## src/rtl/result_writer.sv

```systemverilog
// result_writer: scripted bus master for the data-memory write port.
// Emits one marker write to BASE_ADDR, then up to DEPTH result words from a
// loadable table to consecutive word addresses. Each write is held while
// stall=1, and GAP wen-low cycles separate writes so the checker counts each
// write once.
module result_writer #(
  parameter int          DEPTH     = 8,
  parameter logic [29:0] BASE_ADDR = 30'h0,
  parameter logic [31:0] MARKER    = 32'h00000005,
  parameter int          GAP       = 1
) (
  input  logic        clk,
  input  logic        rst,
  input  logic        start,
  input  logic [4:0]  num,
  input  logic        stall,
  input  logic        load_en,
  input  logic [3:0]  load_idx,
  input  logic [31:0] load_data,
  output logic [29:0] addr,
  output logic [31:0] data,
  output logic        wen,
  output logic        busy,
  output logic        done,
  output logic [4:0]  wr_cnt
);

  typedef enum logic [1:0] {S_IDLE, S_WRITE, S_GAP, S_DONE} state_t;

  localparam logic [4:0]    DEPTH_N  = 5'(DEPTH);
  localparam int            IW       = (DEPTH > 1) ? $clog2(DEPTH) : 1;
  localparam int            GW       = (GAP > 1) ? $clog2(GAP) : 1;
  localparam logic [GW-1:0] GAP_LAST = GW'(GAP - 1);

  // Storage is rounded up to a power of two so idx slices index it directly;
  // entries at or above DEPTH are never loaded and stay zero.
  logic [31:0] tbl [2**IW];

  state_t        state, state_d;
  logic [29:0]   addr_d;
  logic [31:0]   data_d;
  logic          wen_d, busy_d, done_d;
  logic [4:0]    wr_cnt_d;
  logic [4:0]    n_q, n_d;        // result writes in the running sequence
  logic [4:0]    idx_q, idx_d;    // next table entry to drive
  logic [GW-1:0] gap_q, gap_d;    // remaining wen-low cycles minus one
  logic [4:0]    n_clamp;
  logic          load_ok;

  assign n_clamp = (num > DEPTH_N) ? DEPTH_N : num;
  assign load_ok = load_en && !busy && ({1'b0, load_idx} < DEPTH_N);

  // Next-state and next-output logic for the write sequencer.
  always_comb begin
    // NOTE: every target gets a default first so no path leaves it unassigned
    // (which would infer a latch).
    state_d  = state;
    addr_d   = addr;
    data_d   = data;
    wen_d    = wen;
    busy_d   = busy;
    done_d   = done;
    wr_cnt_d = wr_cnt;
    n_d      = n_q;
    idx_d    = idx_q;
    gap_d    = gap_q;
    unique case (state)
      S_IDLE, S_DONE: begin
        if (start) begin
          state_d  = S_WRITE;
          n_d      = n_clamp;
          idx_d    = '0;
          wr_cnt_d = '0;
          addr_d   = BASE_ADDR;
          data_d   = MARKER;
          wen_d    = 1'b1;
          busy_d   = 1'b1;
          done_d   = 1'b0;
        end
      end
      S_WRITE: begin
        // A stalled write keeps addr/data/wen exactly as they are.
        if (!stall) begin
          wr_cnt_d = wr_cnt + 5'd1;
          wen_d    = 1'b0;
          if (wr_cnt == n_q) begin
            // Marker plus n results have now been accepted.
            state_d = S_DONE;
            busy_d  = 1'b0;
            done_d  = 1'b1;
          end else begin
            state_d = S_GAP;
            gap_d   = GAP_LAST;
          end
        end
      end
      S_GAP: begin
        if (gap_q == '0) begin
          state_d = S_WRITE;
          wen_d   = 1'b1;
          addr_d  = BASE_ADDR + 30'(idx_q) + 30'd1;  // wraps modulo 2^30
          data_d  = tbl[idx_q[IW-1:0]];
          idx_d   = idx_q + 5'd1;
        end else begin
          gap_d = gap_q - GW'(1);
        end
      end
      default: state_d = S_IDLE;
    endcase
  end

  // State and registered bus outputs; rst aborts any sequence at once.
  always_ff @(posedge clk) begin
    // NOTE: sequential state uses non-blocking assignments so every register
    // samples pre-edge values regardless of statement order.
    if (rst) begin
      state  <= S_IDLE;
      addr   <= '0;
      data   <= '0;
      wen    <= 1'b0;
      busy   <= 1'b0;
      done   <= 1'b0;
      wr_cnt <= '0;
      n_q    <= '0;
      idx_q  <= '0;
      gap_q  <= '0;
    end else begin
      state  <= state_d;
      addr   <= addr_d;
      data   <= data_d;
      wen    <= wen_d;
      busy   <= busy_d;
      done   <= done_d;
      wr_cnt <= wr_cnt_d;
      n_q    <= n_d;
      idx_q  <= idx_d;
      gap_q  <= gap_d;
    end
  end

  // Result table: loads are blocked while busy so a running sequence sees a
  // frozen table.
  always_ff @(posedge clk) begin
    // NOTE: the table is a small register file, not RAM, and is cleared on
    // reset so a run after rst emits deterministic zeros.
    if (rst) begin
      for (int i = 0; i < 2**IW; i++) tbl[i] <= '0;
    end else if (load_ok) begin
      tbl[load_idx[IW-1:0]] <= load_data;
    end
  end

endmodule

```

## config.mk

```make
export PLATFORM = sky130hd
export DESIGN_NAME = result_writer
export DESIGN_NICKNAME = d
export VERILOG_FILES = /design/src/rtl/result_writer.sv
export SDC_FILE = /design/constraint.sdc
export NUM_CORES = 1
export LEC_CHECK = 0
export ABC_AREA = 0
export BUFFER_PORTS_ARGS = -buffer_cell sky130_fd_sc_hd__buf_2
export CAP_MARGIN = 20
export CORE_ASPECT_RATIO = 1.2
export CORE_UTILIZATION = 45
export CTS_CLUSTER_SIZE = 30
export DETAILED_ROUTE_END_ITERATION = 12
export PLACE_DENSITY = 0.6
export REMOVE_ABC_BUFFERS = 1
export SKIP_LAST_GASP = 1
export SLEW_MARGIN = 20
export SYNTH_ARGS = -nofsm -noshare
export SYNTH_HDL_FRONTEND = slang
export SYNTH_SLANG_ARGS = --single-unit
```

## constraint.sdc

```tcl
create_clock -name clk -period 8.1 [get_ports clk]
set_input_delay 0.81 -clock clk [delete_from_list [all_inputs] [get_ports clk]]
set_output_delay 0.81 -clock clk [all_outputs]
set_load 0.05 [all_outputs]
```

==> impl_metrics.env, run 1 <==
export IMPL_finalHoldViolCount=0
export IMPL_cts_sinks=312
export IMPL_cts_setup_buffers=0
export IMPL_rsz0062_at_grt="no"
export IMPL_r2r_slack_ns=5.04
export IMPL_synth_area_leader_cell="edfxtp_1"
export IMPL_leakagePower_nw=5.73
export IMPL_core_sq_um=30000
export IMPL_cp_start_kind="flop"
export IMPL_htree_levels=1
export IMPL_ys_warn_count=0
export IMPL_grt_overflow_total=0
export IMPL_async_reset_ff_frac=0
export IMPL_period_share=0.377
export IMPL_yosysSeqAreaShare=0.636
export IMPL_period_minus_slack_ns=3.06
export IMPL_fill_cells=2518
export IMPL_cts_buffers=31
export IMPL_cp_end_kind="flop"
export IMPL_cp_slowest_cell="dfxtp_4"
export IMPL_initial_core_util=0.462
export IMPL_slowest_delay_ns=1.01
export IMPL_hold_class="reg2reg"
export IMPL_cts_tree="done"
export IMPL_crit_buf_inv=1
export IMPL_drt_iter0_markers=676
export IMPL_maxSlewViolCount=0
export IMPL_ir_drop_mv=0.138
export IMPL_worstSetupPathType="reg2reg"
export IMPL_synth_flop_cell="edfxtp_1"
export IMPL_status="finished clean"
export IMPL_place_congestion=0.802
export IMPL_final_util=0.520
export IMPL_cp_required_ns=8.52
export IMPL_wl_met2_mm=15.6
export IMPL_clk_latency_ns=0.55
export IMPL_drive_gt1_frac=0.199
export IMPL_nets=1118
export IMPL_ant_nets=0
export IMPL_wl_mm=30.7
export IMPL_clockBufferDepth=3
export IMPL_syn_area_sq_um=13800
export IMPL_register_area_sq_um=8810
export IMPL_syn_to_final_growth_pct=12.6
export IMPL_clkPwrFrac=0.392
export IMPL_synth_most_common_cell="and2_1"
export IMPL_ys_top_cells_by_area="edfxtp_1 (56%), and2_1 (12%), dfxtp_1 (8.1%)"
export IMPL_cp_top_family="flip-flops"
export IMPL_synth_top_area_share=0.555
export IMPL_fin_ws_ns=5.04
export IMPL_holdBufCountCts=0
export IMPL_grt_pass1_vias=8102
export IMPL_wl_per_cell_um=20.7
export IMPL_worstPathCellList="buf_4 > mux4_2 > nand2b_1 > a32oi_1 > nor2_1"
export IMPL_multi_input_area_sq_um=4680
export IMPL_wl_met3_mm=1.46
export IMPL_pre_cts_slack_ns=4.49
export IMPL_vias=7918
export IMPL_m1WireLength_mm=13.2
export IMPL_synth_cell_types=43
export IMPL_antenna_found_initial=2
export IMPL_die_w_um=162
export IMPL_cts_reportedPaths_clkPinSlew_ns=0.06
export IMPL_powerDensity_nw_per_um2=230
export IMPL_arrival_ns=3.47
export IMPL_p_int_w=0.00272
export IMPL_setup_viol=0
export IMPL_final_setup_tns_ns=0
export IMPL_top_layer_used="met4"
export IMPL_hold_depth=2
export IMPL_die_h_um=194
export IMPL_worst_hold_slack_ns=0.452
export IMPL_combinationalPowerShare=0.095
export IMPL_worst_r2r_cell_count=5
export IMPL_swShare=0.241
export IMPL_synth_seq_cells=312
export IMPL_cts_resized=0
export IMPL_track_usage=0.199
export IMPL_syn_avg_cell_area_sq_um=14.0
export IMPL_synth_commonest_cells="and2_1 (258), edfxtp_1 (256), mux2i_1 (63)"
export IMPL_fp_dieArea_sq_um=31500
export IMPL_synth_edf_count=256
export IMPL_drcViolationCount=0
export IMPL_rows=69
export IMPL_dp_hpwl_mm=17.5
export IMPL_max_cap_violations=0
export IMPL_via_per_inst=5.34
export IMPL_root_buffer="clkbuf_16"
export IMPL_fmax_mhz=327
export IMPL_portBuffers=91
export IMPL_slew_headroom=0.312
export IMPL_clock_skew_ns=0.00900
export IMPL_p_total_w=0.00358
export IMPL_netlist_instances=991
export IMPL_crit_fanout=51
export IMPL_power_switching_w=0.000862
export IMPL_cp_depth=5
export IMPL_pwr_share_seq=0.513
export IMPL_grt_pass1_wl_mm=47.5
export IMPL_top_level_ports=116
export IMPL_grt_max_degree=52
export IMPL_tightest_slew_ns=1.03
export IMPL_dr_pass1_iters=5
[layout make-up]
cell class / instances / area share
clock inverters: 10 / 0.00514
repair buffers: 108 / 0.0374
clock buffers: 47 / 0.0594
diodes: 1 / 0.000161
well taps: 390 / 0.0313
inverters: 3 / 0.000722
flip-flops and latches: 312 / 0.565
multi-input cells: 612 / 0.300
[path summary, 6_finish.rpt]
| check | start | to |
|---|---|---|
| max | flop | data[26] |
| min | addr[5] | addr[5] |
| max reg2reg | flop | data[26] |
| min reg2reg | addr[5] | addr[5] |
[registers in the layout, indices dropped and copies added, names as in the netlist, named ones only]
| register | cells |
|---|---|
| idx_q | 4 |
| n_q | 5 |
| wr_cnt | 5 |
| addr | 2 |
| state | 2 |
| busy | 1 |
| done | 1 |
| data | 32 |
| wen | 1 |
| tbl | 256 |
[layout by cell type (no fill, tap or decap), drive strengths merged, types with 3 or more instances in the layout]
cell type / count
ha: 4
clkinv: 8
nor2b: 3
nor3: 6
clkbuf: 47
dfxtp: 56
nand2: 21
buf: 108
a22oi: 37
nor2: 41
edfxtp: 256
o211ai: 11
and3: 3
nor4b: 3
nand3: 6
nand2b: 25
xnor2: 3
conb: 24
and2: 258
mux2: 5
inv: 4
mux4: 32
a21oi: 18
a32oi: 20
o21ai: 13
xor2: 5
mux2i: 63
nand4: 3
[kinds of logic after synthesis]
logic type | after synthesis | synth area share
buffers and inverters | 90 | 0.0413
xor gates and xnor gates | 8 | 0.00506
muxes | 100 | 0.102
adders and majority gates | 4 | 0.00362
DFF | 312 | 0.636
AOI/OAI and AO/OA | 104 | 0.0525
and+or+nand+nor | 372 | 0.159
other | 1 | 0.000271
[tightest hold or removal path: stages, from the launching register on]
cell	delay, ns
dfxtp_1	0.31
nand2_1	0.05
a21oi_1	0.05
[routing by layer]
| layer | GRT usage | vias to the layer above |
|---|---|---|
| met5 | 0 | - |
| met4 | 0.0433 | 0 |
| met3 | 0.0291 | 36 |
| met2 | 0.347 | 187 |
| met1 | 0.262 | 3983 |
| li1 | - | 3712 |
[power by group through the flow]
| stage | Sequential [W] | Clock (W) | Combinational [W] |
|---|---|---|---|
| 2_1_floorplan | 0.00191 | 0 | 0.000185 |
| 3_3_place_gp | 0.00187 | 0 | 0.000342 |
| 3_5_place_dp | 0.00187 | 0 | 0.000346 |
| 4_1_cts | 0.00184 | 0.00143 | 0.000347 |
| 5_1_grt | 0.00184 | 0.00149 | 0.000369 |
| 6_report | 0.00184 | 0.00141 | 0.000342 |
[stage by stage]
stage	cell area, sq um	std cells
6_report	15600	1483
4_1_cts	15600	1482
5_1_grt	15600	1482
3_3_place_gp	14600	1425
3_5_place_dp	14600	1425
2_1_floorplan	13400	927
Power figures use the tool's default switching activity.
==> inputs of run 2 (changes only) <==
clock period = 2.85 ns   (was 8.1 ns; I/O delays follow)
==> run 2 against run 1 <==
Effect of this change: hold slack worse by 0.43 ns; global-route usage is 1.1 points higher; highest routed layer unchanged; largest power group unchanged; power grew to 3.0 times the previous value; critical endpoint is now tbl[2][23]; largest cell class unchanged; sequential cell count stayed put; core utilization is 1.2 points higher; first-iteration DRC count is 14% lower.
==> impl_metrics.env, run 2 (synthesis results as in run 1) <==
export IMPL_maxSlewViolCount=0
export IMPL_cts_sinks=312
export IMPL_hold_start="num[2]"
export IMPL_worstSetupPathType="reg2reg"
export IMPL_r2r_start="busy"
export IMPL_arrival_ns=2.50
export IMPL_cp_required_ns=3.22
export IMPL_portBuffers=91
export IMPL_period_share=0.748
export IMPL_clock_skew_ns=0.00691
export IMPL_dr_pass1_iters=4
export IMPL_crit_buf_inv=1
export IMPL_r2r_slack_ns=0.72
export IMPL_cp_end_kind="flop"
export IMPL_rsz0062_at_grt="no"
export IMPL_cp_top_family="simple AND/OR/NAND/NOR gates"
export IMPL_wl_mm=32.2
export IMPL_grt_overflow_total=0
export IMPL_syn_to_final_growth_pct=15.3
export IMPL_swShare=0.236
export IMPL_ant_nets=0
export IMPL_powerDensity_nw_per_um2=669
export IMPL_drt_iter0_markers=580
export IMPL_largestRegisters="tbl x256, data x32"
export IMPL_grt_max_degree=44
export IMPL_drcViolationCount=0
export IMPL_crit_fanout=14
export IMPL_cp_startpoint="busy"
export IMPL_layout_common_cells="and2_1 (258), edfxtp_1 (256), buf_2 (91)"
export IMPL_worst_hold_slack_ns=0.0219
export IMPL_track_usage=0.211
export IMPL_holdBufCountCts=0
export IMPL_cp_slowest_cell="nor2_2"
export IMPL_worstPathCellList="nor4b_4 > nand2b_2 > nor2_2 > buf_4 > and2_1"
export IMPL_worst_r2r_cell_count=5
export IMPL_nets=1143
export IMPL_slowest_delay_ns=0.51
export IMPL_p_int_w=0.00814
export IMPL_leakagePower_nw=5.93
export IMPL_initial_core_util=0.462
export IMPL_antenna_diode_count=0
export IMPL_via_per_inst=5.37
export IMPL_p_total_w=0.0107
export IMPL_largest_reg_flops=256
export IMPL_cp_depth=5
export IMPL_combinationalPowerShare=0.098
export IMPL_htree_levels=2
export IMPL_status="finished clean"
export IMPL_vias=8105
export IMPL_largest_register="tbl"
export IMPL_max_cap_violations=0
export IMPL_drive_gt1_frac=0.212
export IMPL_grt_pass1_wl_mm=49.9
export IMPL_r2r_end="tbl[2][23]"
export IMPL_cts_tree="done"
export IMPL_rows=69
export IMPL_cts_buffers=34
export IMPL_power_switching_w=0.00252
export IMPL_ir_drop_mv=0.469
export IMPL_wl_per_cell_um=21.4
export IMPL_period_minus_slack_ns=2.13
export IMPL_endpoint="tbl[2][23]"
export IMPL_die_h_um=194
export IMPL_core_sq_um=30000
export IMPL_root_buffer="clkbuf_16"
export IMPL_cts_setup_buffers=0
export IMPL_slew_headroom=0.416
export IMPL_dp_hpwl_mm=19.2
export IMPL_clockBufferDepth=3
export IMPL_die_w_um=162
export IMPL_final_common_cell="and2_1"
export IMPL_clkPwrFrac=0.414
export IMPL_fp_dieArea_sq_um=31500
export IMPL_cp_start_kind="flop"
export IMPL_antenna_found_initial=0
export IMPL_fmax_mhz=469
export IMPL_grt_pass1_vias=8387
export IMPL_pwr_share_seq=0.487
export IMPL_tightest_slew_ns=0.874
export IMPL_finalHoldViolCount=0
export IMPL_setup_viol=0
export IMPL_cts_resized=0
export IMPL_top_level_ports=116
export IMPL_hold_class="in2reg"
export IMPL_place_congestion=0.792
export IMPL_cts_reportedPaths_clkPinSlew_ns=0.06
export IMPL_clk_latency_ns=0.51
-- run 2: cell count changes in the layout (fill, tap and decap cells not counted), moves of 2 or more --
cell / previous run / this run
bufinv_16: 1 / 3
clkbuf_16: 31 / 37
clkinv_1: 2 / 4
buf_12: 0 / 9
buf_4: 17 / 30
clkbuf_1: 7 / 11
clkbuf_8: 9 / 2
nor2_2: 3 / 7
nor2_4: 4 / 0
-- run 2: power groups by stage --
stage	registers, W	clock network, W	logic, W
2_1_floorplan	0.00544	0	0.000524
3_3_place_gp	0.00529	0	0.00105
3_5_place_dp	0.00530	0	0.00106
4_1_cts	0.00520	0.00449	0.00106
5_1_grt	0.00522	0.00466	0.00113
6_report	0.00520	0.00442	0.00105
-- run 2: worst min path at each step --
stage | cells after the start | slack [ns] | endpoint
floorplan | 1 | 0.35 | addr[5]
global placement | 2 | 0.44 | addr[5]
detailed placement | 2 | 0.45 | data[4]
CTS | 3 | 0.01 | n_q[2]
global route | 3 | 0.02 | n_q[2]
finish | 3 | 0.02 | n_q[2]
-- run 2: area by class of cell --
class                           instances  area, sq um
Sequential cell                       312         8810
Tap cell                              390          488
Timing Repair Buffer                  130          861
Clock inverter                         11          125
Clock buffer                           50          995
Fill cell                            2500        14000
Inverter                                3         11.3
Multi-Input combinational cell        612         4660
-- run 2: tightest hold or removal path, delay by kind of cell --
kind | cells | cell delay [ns]
buf+inv | 1 | 0.08
simple gates | 1 | 0.07
compound gates | 1 | 0.05
-- run 2: routing by layer --
metal	vias up	track usage	wire length, um
li1	3760	-	-
met1	4161	0.278	14400
met2	154	0.365	16200
met3	30	0.0304	1200
met4	0	0.0458	422
met5	-	0	0
-- run 2: metrics by stage --
| stage | instances | setup TNS [ns] | cell area, sq um | worst slack [ns] | utilization |
|---|---|---|---|---|---|
| CTS | 1508 | 0 | 16000 | 0.726 | 0.532 |
| detailed placement | 1447 | 0 | 14800 | 0.691 | 0.495 |
| floorplan | 927 | -239.16 | 13400 | -1.89 | - |
| finish | 1508 | 0 | 16000 | 0.718 | 0.532 |
| global route | 1508 | 0 | 16000 | 0.577 | 0.532 |
| global placement | 1447 | 0 | 14800 | 0.742 | 0.495 |
